File: config.mk
export PLATFORM = sky130hd
export DESIGN_NAME = intersection_controller
export DESIGN_NICKNAME = d
export VERILOG_FILES = /design/src/rtl/intersection_controller_pkg.sv /design/src/rtl/intersection_controller_phase_timer.sv /design/src/rtl/intersection_controller.sv
export SDC_FILE = /design/constraint.sdc
export NUM_CORES = 1
export LEC_CHECK = 0
export BUFFER_PORTS_ARGS = -buffer_cell sky130_fd_sc_hd__buf_2
export CAP_MARGIN = 20
export CORE_AREA = 2 2 46 58
export CTS_CLUSTER_DIAMETER = 50
export CTS_CLUSTER_SIZE = 28
export DETAILED_ROUTE_END_ITERATION = 8
export DIE_AREA = 0 0 48 60
export GPL_ROUTABILITY_DRIVEN = 1
export PLACE_DENSITY = 0.79
export SYNTH_ARGS = -nofsm -noshare
export SYNTH_HDL_FRONTEND = slang
export SYNTH_HIERARCHICAL = 1
export SYNTH_SLANG_ARGS = --single-unit
File: constraint.sdc
create_clock -name clk_i -period 4.1 [get_ports clk_i]
set_input_delay 0.615 -clock clk_i [delete_from_list [all_inputs] [get_ports clk_i]]
set_output_delay 0.615 -clock clk_i [all_outputs]
set_load 0.01 [all_outputs]
File: src/rtl/intersection_controller_pkg.sv
// Shared lab traffic types: controller state encoding, ring successor and
// per-state phase durations.
package intersection_controller_pkg;

    typedef enum logic [3:0] {
        NS_GO     = 4'd0,
        NS_FLASH  = 4'd1,
        NS_YELLOW = 4'd2,
        ALL_RED_A = 4'd3,
        EW_PREP   = 4'd4,
        EW_GO     = 4'd5,
        EW_FLASH  = 4'd6,
        EW_YELLOW = 4'd7,
        ALL_RED_B = 4'd8,
        NS_PREP   = 4'd9
    } ctrl_state_e;

    // Larger of two values, used to size the phase timer.
    function automatic int unsigned max2(input int unsigned a, input int unsigned b);
        return (a > b) ? a : b;
    endfunction

    // Successor of a state in the fixed ring; the ring never skips a state.
    function automatic ctrl_state_e next_in_ring(input ctrl_state_e s);
        case (s)
            NS_GO:     return NS_FLASH;
            NS_FLASH:  return NS_YELLOW;
            NS_YELLOW: return ALL_RED_A;
            ALL_RED_A: return EW_PREP;
            EW_PREP:   return EW_GO;
            EW_GO:     return EW_FLASH;
            EW_FLASH:  return EW_YELLOW;
            EW_YELLOW: return ALL_RED_B;
            ALL_RED_B: return NS_PREP;
            default:   return NS_GO;
        endcase
    endfunction

    // Number of cycles a state lasts; for the GO states this is the minimum green.
    function automatic int unsigned state_duration(
        input ctrl_state_e s,
        input int unsigned min_green,
        input int unsigned green_flash_time,
        input int unsigned yellow_time,
        input int unsigned all_red_time,
        input int unsigned red_yellow_time
    );
        case (s)
            NS_GO, EW_GO:         return min_green;
            NS_FLASH, EW_FLASH:   return green_flash_time;
            NS_YELLOW, EW_YELLOW: return yellow_time;
            ALL_RED_A, ALL_RED_B: return all_red_time;
            default:              return red_yellow_time;
        endcase
    endfunction

endpackage

File: src/rtl/intersection_controller_phase_timer.sv
// Loadable down-counter that stops at zero; times every controller phase.
module intersection_controller_phase_timer #(
    parameter int unsigned     WIDTH       = 4,
    parameter logic [WIDTH-1:0] RESET_VALUE = '0
) (
    input  logic             clk_i,
    input  logic             rst_i,
    input  logic             load,
    input  logic [WIDTH-1:0] load_value,
    output logic [WIDTH-1:0] count,
    output logic             zero
);

    // Load on phase entry, otherwise count down and hold at zero.
    always_ff @(posedge clk_i or posedge rst_i) begin
        if (rst_i) begin
            count <= RESET_VALUE;
        end else if (load) begin
            count <= load_value;
        end else if (count != '0) begin
            count <= count - 1'b1;
        end
    end

    assign zero = (count == '0);

endmodule

File: src/rtl/intersection_controller.sv
// Two-approach intersection sequencer: NS and EW alternate through a fixed
// ring of phases, green rests until the opposing side has a pending request.
module intersection_controller
    import intersection_controller_pkg::*;
#(
    parameter int unsigned MIN_GREEN        = 10,
    parameter int unsigned GREEN_FLASH_TIME = 3,
    parameter int unsigned YELLOW_TIME      = 5,
    parameter int unsigned ALL_RED_TIME     = 2,
    parameter int unsigned RED_YELLOW_TIME  = 3
) (
    input  logic        clk_i,
    input  logic        rst_i,
    input  logic        req_ns_i,
    input  logic        req_ew_i,
    output logic        ns_red_o,
    output logic        ns_yellow_o,
    output logic        ns_green_o,
    output logic        ew_red_o,
    output logic        ew_yellow_o,
    output logic        ew_green_o,
    output ctrl_state_e state_o
);

    localparam int unsigned MAX_TIME = max2(max2(max2(MIN_GREEN, GREEN_FLASH_TIME),
                                                 max2(YELLOW_TIME, ALL_RED_TIME)),
                                            RED_YELLOW_TIME);
    localparam int unsigned TW = $clog2(MAX_TIME + 1);
    localparam logic [TW-1:0] GO_RELOAD = TW'(MIN_GREEN - 1);

    ctrl_state_e   state_reg;
    ctrl_state_e   state_next;
    logic          ns_pend_reg;
    logic          ns_pend_next;
    logic          ew_pend_reg;
    logic          ew_pend_next;
    logic          ns_pend_eff;
    logic          ew_pend_eff;
    logic          timer_load;
    logic [TW-1:0] timer_load_value;
    logic [TW-1:0] timer_count;
    logic          timer_zero;

    intersection_controller_phase_timer #(
        .WIDTH       (TW),
        .RESET_VALUE (GO_RELOAD)
    ) u_phase_timer (
        .clk_i      (clk_i),
        .rst_i      (rst_i),
        .load       (timer_load),
        .load_value (timer_load_value),
        .count      (timer_count),
        .zero       (timer_zero)
    );

    // A request seen this cycle counts immediately, so a GO phase past its
    // minimum green releases on the same cycle the opposing detector rises.
    assign ns_pend_eff = ns_pend_reg | (req_ns_i & (state_reg != NS_GO));
    assign ew_pend_eff = ew_pend_reg | (req_ew_i & (state_reg != EW_GO));

    // State and pending-request registers.
    always_ff @(posedge clk_i or posedge rst_i) begin
        if (rst_i) begin
            state_reg   <= NS_GO;
            ns_pend_reg <= 1'b0;
            ew_pend_reg <= 1'b0;
        end else begin
            state_reg   <= state_next;
            ns_pend_reg <= ns_pend_next;
            ew_pend_reg <= ew_pend_next;
        end
    end

    // Next state, timer reload and pending-flag update; clearing on GO entry
    // takes priority over a same-cycle set.
    always_comb begin
        state_next = state_reg;
        case (state_reg)
            NS_GO:   if (timer_zero && ew_pend_eff) state_next = NS_FLASH;
            EW_GO:   if (timer_zero && ns_pend_eff) state_next = EW_FLASH;
            default: if (timer_zero) state_next = next_in_ring(state_reg);
        endcase

        timer_load       = (state_next != state_reg);
        timer_load_value = TW'(state_duration(state_next, MIN_GREEN, GREEN_FLASH_TIME,
                                              YELLOW_TIME, ALL_RED_TIME,
                                              RED_YELLOW_TIME) - 1);

        ns_pend_next = ns_pend_reg;
        if (req_ns_i && (state_reg != NS_GO)) ns_pend_next = 1'b1;
        if ((state_next == NS_GO) && (state_reg != NS_GO)) ns_pend_next = 1'b0;

        ew_pend_next = ew_pend_reg;
        if (req_ew_i && (state_reg != EW_GO)) ew_pend_next = 1'b1;
        if ((state_next == EW_GO) && (state_reg != EW_GO)) ew_pend_next = 1'b0;
    end

    // Lamp decode from state and timer; the idle approach always shows red.
    always_comb begin
        ns_red_o    = 1'b1;
        ns_yellow_o = 1'b0;
        ns_green_o  = 1'b0;
        ew_red_o    = 1'b1;
        ew_yellow_o = 1'b0;
        ew_green_o  = 1'b0;
        case (state_reg)
            NS_GO: begin
                ns_red_o   = 1'b0;
                ns_green_o = 1'b1;
            end
            NS_FLASH: begin
                ns_red_o   = 1'b0;
                ns_green_o = ~timer_count[0];
            end
            NS_YELLOW: begin
                ns_red_o    = 1'b0;
                ns_yellow_o = 1'b1;
            end
            NS_PREP: begin
                ns_yellow_o = 1'b1;
            end
            EW_GO: begin
                ew_red_o   = 1'b0;
                ew_green_o = 1'b1;
            end
            EW_FLASH: begin
                ew_red_o   = 1'b0;
                ew_green_o = ~timer_count[0];
            end
            EW_YELLOW: begin
                ew_red_o    = 1'b0;
                ew_yellow_o = 1'b1;
            end
            EW_PREP: begin
                ew_yellow_o = 1'b1;
            end
            default: begin
            end
        endcase
    end

    assign state_o = state_reg;

endmodule

Word level (Yosys, flattened, before mapping)

Memory sizes are Yosys's and may differ from the RTL's.
Index checks and enable logic that the tools add are counted.

Memories kept: 2
Output and inout port bits: 10
Bits of input ports: 4
Bits in read-only memories: 128
Bits in registers: 10

Memories:

| name            | depth | width | read ports | clocked after memory_dff | write ports | line                              | text |
|---|---|---|---|---|---|---|---|
| (no name shown) | 16    | 4     | 1          | 0                        | 0           | intersection_controller_pkg.sv:25 | `case (s)` |
| (no name shown) | 16    | 4     | 1          | 0                        | 0           | intersection_controller_pkg.sv:48 | `case (s)` |

Add/subtract/negate cells: 2
Reduce and logical (&&, ||, !) cells: 18
Equality and inequality tests: 10
Bitwise logic cells: 5
Muxes and demuxes: 16

Operator list:

| kind                | count |
|---|---|
| $eq 4x3->1 const B  | 5 |
| $mux 4              | 5 |
| $logic_not 4->1     | 3 |
| $mux 1              | 8 |
| $pmux 4 s2          | 1 |
| $reduce_bool 4->1   | 2 |
| $sub 4x1->4 const B | 2 |
| $logic_and 1x1->1   | 6 |
| $reduce_bool 2->1   | 3 |
| $reduce_or 3->1     | 2 |
| $eq 4x1->1 const B  | 1 |
| $eq 4x2->1 const B  | 1 |
| $eq 4x4->1 const B  | 1 |
| $ne 4x3->1 const B  | 1 |
| $ne 4x4->1          | 1 |
| $pmux 1 s2          | 2 |
| $reduce_or 2->1     | 2 |
| $and 1x1->1         | 2 |
| $or 1x1->1          | 2 |
| $not 1->1           | 1 |

Logic depth before layout (Yosys ltp)

Depth after elaboration: 9
Gate-level depth with buffers: 18

Hierarchy

The synthesis kept the hierarchy.

Modules (own cells, without submodules):

| module                              | times used | cells an instance | area an instance (um^2) |
|---|---|---|---|
| intersection_controller             | 1          | 113               | 887.1 |
| intersection_controller_phase_timer | 1          | 23                | 239.0 |

Worst setup path before layout

No wires, ideal clock.

Path kind: flip-flop to flip-flop
Start: register state_reg[0], in the netlist state_o[0]
End: register u_phase_timer.count[2]
Path slack: 0.785 ns
Setup time: 0.083 ns
Data arrival time: 3.232 ns
Data required time: 4.017 ns
Period minus slack after synthesis: 3.315 ns
Cell stages (with the launch flop): 18
Cells stage by stage: dfrtp_1 > inv_1 > ha_1 > buf_2 > nand2b_2 > or3_1 > a21oi_1 > o22ai_1 > nor2b_1 > ha_1 > inv_1 > mux2i_1 > mux2_2 > ha_1 > or4b_1 > nand4_1 > nand2_1 > o21ai_0

Word-level cells in the longest chain between the ends: 9
Elaborated cells between the ends (all ways): 20

RTL lines:

| item                                                   | line                                                         | text |
|---|---|---|
| start: declaration                                     | intersection_controller.sv:31                                | `ctrl_state_e state_reg;` |
| start signal: assignment                               | intersection_controller.sv:68                                | `state_reg <= state_next;` |
| $ne 4x3->1 / $reduce_bool 4->1 (equally long branches) | intersection_controller.sv:59, intersection_controller.sv:58 |  |
| $and 1x1->1 (on tied branches)                         | intersection_controller.sv:59, intersection_controller.sv:58 |  |
| $or 1x1->1 (on tied branches)                          | intersection_controller.sv:59, intersection_controller.sv:58 |  |
| $logic_and 1x1->1 (on tied branches)                   | intersection_controller.sv:79, intersection_controller.sv:80 |  |
| $mux 4 (on tied branches)                              | intersection_controller.sv:79, intersection_controller.sv:80 |  |
| $pmux 4 s2 *                                           | intersection_controller.sv:78                                | `case (state_reg)` |
| $mem_v2 16x4 *                                         | --                                                           |  |
| $sub 4x1->4 *                                          | intersection_controller.sv:87                                | `RED_YELLOW_TIME) - 1);` |
| named net timer_load_value[2]                          | intersection_controller.sv:40                                | `logic [TW-1:0] timer_load_value;` |
| $mux 4 *                                               | intersection_controller_phase_timer.sv:18                    | `end else if (load) begin` |
| end signal: assignment                                 | intersection_controller_phase_timer.sv:19                    | `count <= load_value;` |
| end signal: assignment                                 | intersection_controller_phase_timer.sv:21                    | `count <= count - 1'b1;` |
| end: declaration                                       | intersection_controller_phase_timer.sv:10                    | `output logic [WIDTH-1:0] count,` |

The timed path passes the listed nets; every way through them passes the cells marked *.
A chain may end at the register's enable or synchronous reset.

Final worst setup path

Start: register state_reg[0], in the netlist state_o[0]
End: register u_phase_timer.count[2]

Word-level cells in the longest chain between the ends: 9
Elaborated cells between the ends (all ways): 20

RTL lines:

| item                                                   | line                                                         | text |
|---|---|---|
| $ne 4x3->1 / $reduce_bool 4->1 (equally long branches) | intersection_controller.sv:59, intersection_controller.sv:58 |  |
| $and 1x1->1 (on tied branches)                         | intersection_controller.sv:59, intersection_controller.sv:58 |  |
| $or 1x1->1 (on tied branches)                          | intersection_controller.sv:59, intersection_controller.sv:58 |  |
| $logic_and 1x1->1 (on tied branches)                   | intersection_controller.sv:79, intersection_controller.sv:80 |  |
| $mux 4 (on tied branches)                              | intersection_controller.sv:79, intersection_controller.sv:80 |  |
| $pmux 4 s2 *                                           | intersection_controller.sv:78                                |  |
| named net state_next[0]                                | intersection_controller.sv:32                                | `ctrl_state_e state_next;` |
| $mem_v2 16x4 *                                         | --                                                           |  |
| $sub 4x1->4 *                                          | intersection_controller.sv:87                                |  |
| named net timer_load_value[2]                          | intersection_controller.sv:40                                |  |
| $mux 4 *                                               | intersection_controller_phase_timer.sv:18                    |  |

Marked as above.

==> run_results.csv <==
group,metric,value,unit
outcome,status,"finished clean",
synth,synthAdderAreaFrac,12.2,%
timing,hold_violations,0,
route,dr.first_iter.drc_count,44,
cells_and_area,drive_above_1_share,21.2,%
run,cap_viol_max_count,0,
cells_and_area,mostFrequentLayoutCells,"14 x inv_1, 14 x nor2_1, 13 x buf_2",
clock_tree,cts_buffers,3,
setup_path,arrival,3.87,ns
floorplan,coreArea,2380,µm²
synth,synth_mux_area_share,9.33,%
setup_path,critPathRequiredTime,4.27,ns
global_routing,grt_max_degree,22,
clock_tree,cts_max_level,1,
synth,ys_types,47,
route,routedWlPerCell,13.5,µm
synth,yosysWarnings,6,
route,drtAntennaViolNets,0,
route,drt-vias-per-instance,5.68,
global_routing,grt-ovfl-total,0,
synth,syn_area,1130,µm²
timing,fin_tns_setup,0,ns
synth,synth_edf_count,0,
setup_path,path_cells,"inv_1 -> ha_1 -> nor4b_1 -> o32ai_1 -> a32oi_2 -> inv_1 -> ha_1 -> inv_1 -> nor2_1 -> mux2_2 -> ha_1 -> or4b_1 -> nand4_1 -> nand2_1 -> o21ai_0",
floorplan,start_util,47.4,%
global_routing,antenna_found_initial,0,
global_routing,grt_pass1_vias,938,
synth,syn_area_per_cell,8.28,µm²
clock_tree,cts_buffer_depth,2,
clock_tree,cts_root_buf,"clkbuf_4",
timing,setup_viol,0,
route,drc_errors,0,
worst_hold_path,worstHoldPathType,"in -> async",
synth,ys_ff_latch,10,
clock_tree,clock_sinks,10,
timing,final_max_slew_viol_count,0,
synth,synth_cells,136,
synth,synth_top_family_by_area,"simple AND/OR/NAND/NOR gates",
clock_tree,insertion_delay,0.26,ns
clock_tree,cts_setup_buffers,0,
floorplan,die-area,2880,µm²
clock_tree,postCtsResizedCells,0,
timing,relSlewSlack,58.8,%
placement,port_buffers,13,
timing,rsz0062_at_grt,"no",
global_routing,track_usage,18.2,%
route,num_vias,1017,
synth,synth_compound_area_share,20.0,%
setup_path,path_class,"reg -> reg",
synth,yosysSeqAreaShare,22.4,%
cells_and_area,multi_input_area,777,µm²
synth,synth-main-ff-cell,"dfrtp_1",
setup_path,path_max_fanout,10,
synth,async_reset_ff_share,100,%
cells_and_area,final_net_count,162,
setup_path,cp-end-kind,"flip-flop",
cells_and_area,area_growth,8.56,%
synth,synth.net_count,151,
placement,dpl.hpwl,1.92,mm
placement,gp_congestion,0.864,
clock_tree,path_clk_slew,0.07,ns
setup_path,crit_slowest_cell,"or4b_1",
route,routed_wl,2.41,mm
setup_path,worstSetupStartpointType,"flip-flop",
route,firstDrtPassIters,4,
global_routing,grt_first_pass_wirelength,3.82,mm
cells_and_area,fillers,231,
cells_and_area,seqCellArea,253,µm²
setup_path,slowest_delay,0.52,ns
timing,worstMarginPinSlew,0.616,ns
floorplan,num_rows,20,
synth,synthSimpleGateAreaFrac,25.9,%
timing,fin_crit_sh,90.1,%
timing,fin_crit,3.70,ns
floorplan,chipHeight,60,µm
timing,max_freq,271,MHz
clock_tree,cts_hold_buf,0,
timing,clock_skew,0.00789,ns
floorplan,die_w,48,µm
cells_and_area,diodes,0,
clock_tree,cts_tree,"built",
synth,synth_xor_area_share,1.56,%
floorplan,io_pins,14,
[critical path: cells and delay by family, from the launching register on]
kind | cells | cell delay [ns]
compound gates | 3 | 0.59
fa+ha+maj | 3 | 0.83
buf+inv | 3 | 0.31
flops | 1 | 0.49
mux | 1 | 0.29
simple gates | 5 | 1.10
[metrics by stage]
| stage | setup slack (ns) | instance area [µm²] | util (%) | hold slack [ns] | cells |
|---|---|---|---|---|---|
| 6_report | 0.405 | 1220 | 51.4 | 0.239 | 179 |
| 5_1_grt | 0.111 | 1220 | 51.4 | 0.245 | 179 |
| 4_1_cts | 0.430 | 1220 | 51.4 | 0.235 | 179 |
| 3_5_place_dp | 0.447 | 1200 | 50.3 | 0.511 | 175 |
| 3_3_place_gp | 0.527 | 1200 | 50.3 | 0.512 | 175 |
| 2_1_floorplan | 0.785 | 1130 | - | 0.380 | 136 |
[synthesized netlist by cell type, drive strengths merged, types with 2 or more instances]
library cell	instances	area share, %
or3	2	1.1
a21oi	5	2.2
nor3	7	3.1
a32oi	3	3.0
nand2	8	2.7
o211ai	2	1.3
mux2	4	4.0
buf	7	3.6
nor3b	2	2.3
nor2	14	4.7
or2	2	1.1
nor4b	2	1.6
inv	14	4.7
ha	11	12
mux2i	6	5.3
o21ai	8	3.9
nand3b	2	1.3
dfrtp	8	18
nor2b	3	1.7
dfstp	2	4.7
xnor2	2	1.6
nand2b	4	2.4
[area by class of cell]
type / instances / share of cell area, %
multi-input combinational: 104 / 63.6
sequential: 10 / 20.7
timing repair buffer: 14 / 5.94
inverter: 14 / 4.30
tap: 33 / 3.38
clock buffer: 4 / 2.15
[cells by family after synthesis]
kind of cell             Yosys count
XOR/XNOR                           2
AND/OR/NAND/NOR                   51
buffers and inverters             22
multiplexers                      10
AO/OA/AOI/OAI                     30
adder cells (fa/ha/maj)           11
flip-flops                        10
[path summary, 6_finish.rpt]
kind	from	to	slack, ns	depth (start not counted)
min in group clk_i	ns_pend_reg	ns_pend_reg	0.56	2
max reg2reg	state_o[0]	u_phase_timer/count[2]	0.40	15
min reg2reg	ns_pend_reg	ns_pend_reg	0.56	2
min	rst_i	u_phase_timer/count[2]	0.24	2
max	state_o[0]	u_phase_timer/count[2]	0.40	15
max in group asynchronous	rst_i	state_o[1]	3.62	2
[metal layers]
layer | vias up | track usage [%] | wire length (µm)
met5 | - | 0 | 0
met4 | 0 | 5.79 | 14
met3 | 4 | 3.02 | 86
met2 | 29 | 32.2 | 1250
met1 | 478 | 21.3 | 1060
li1 | 506 | - | -
Power is not shown: default switching activity piles up to over one toggle a cycle in this logic, so the estimate is an artifact.
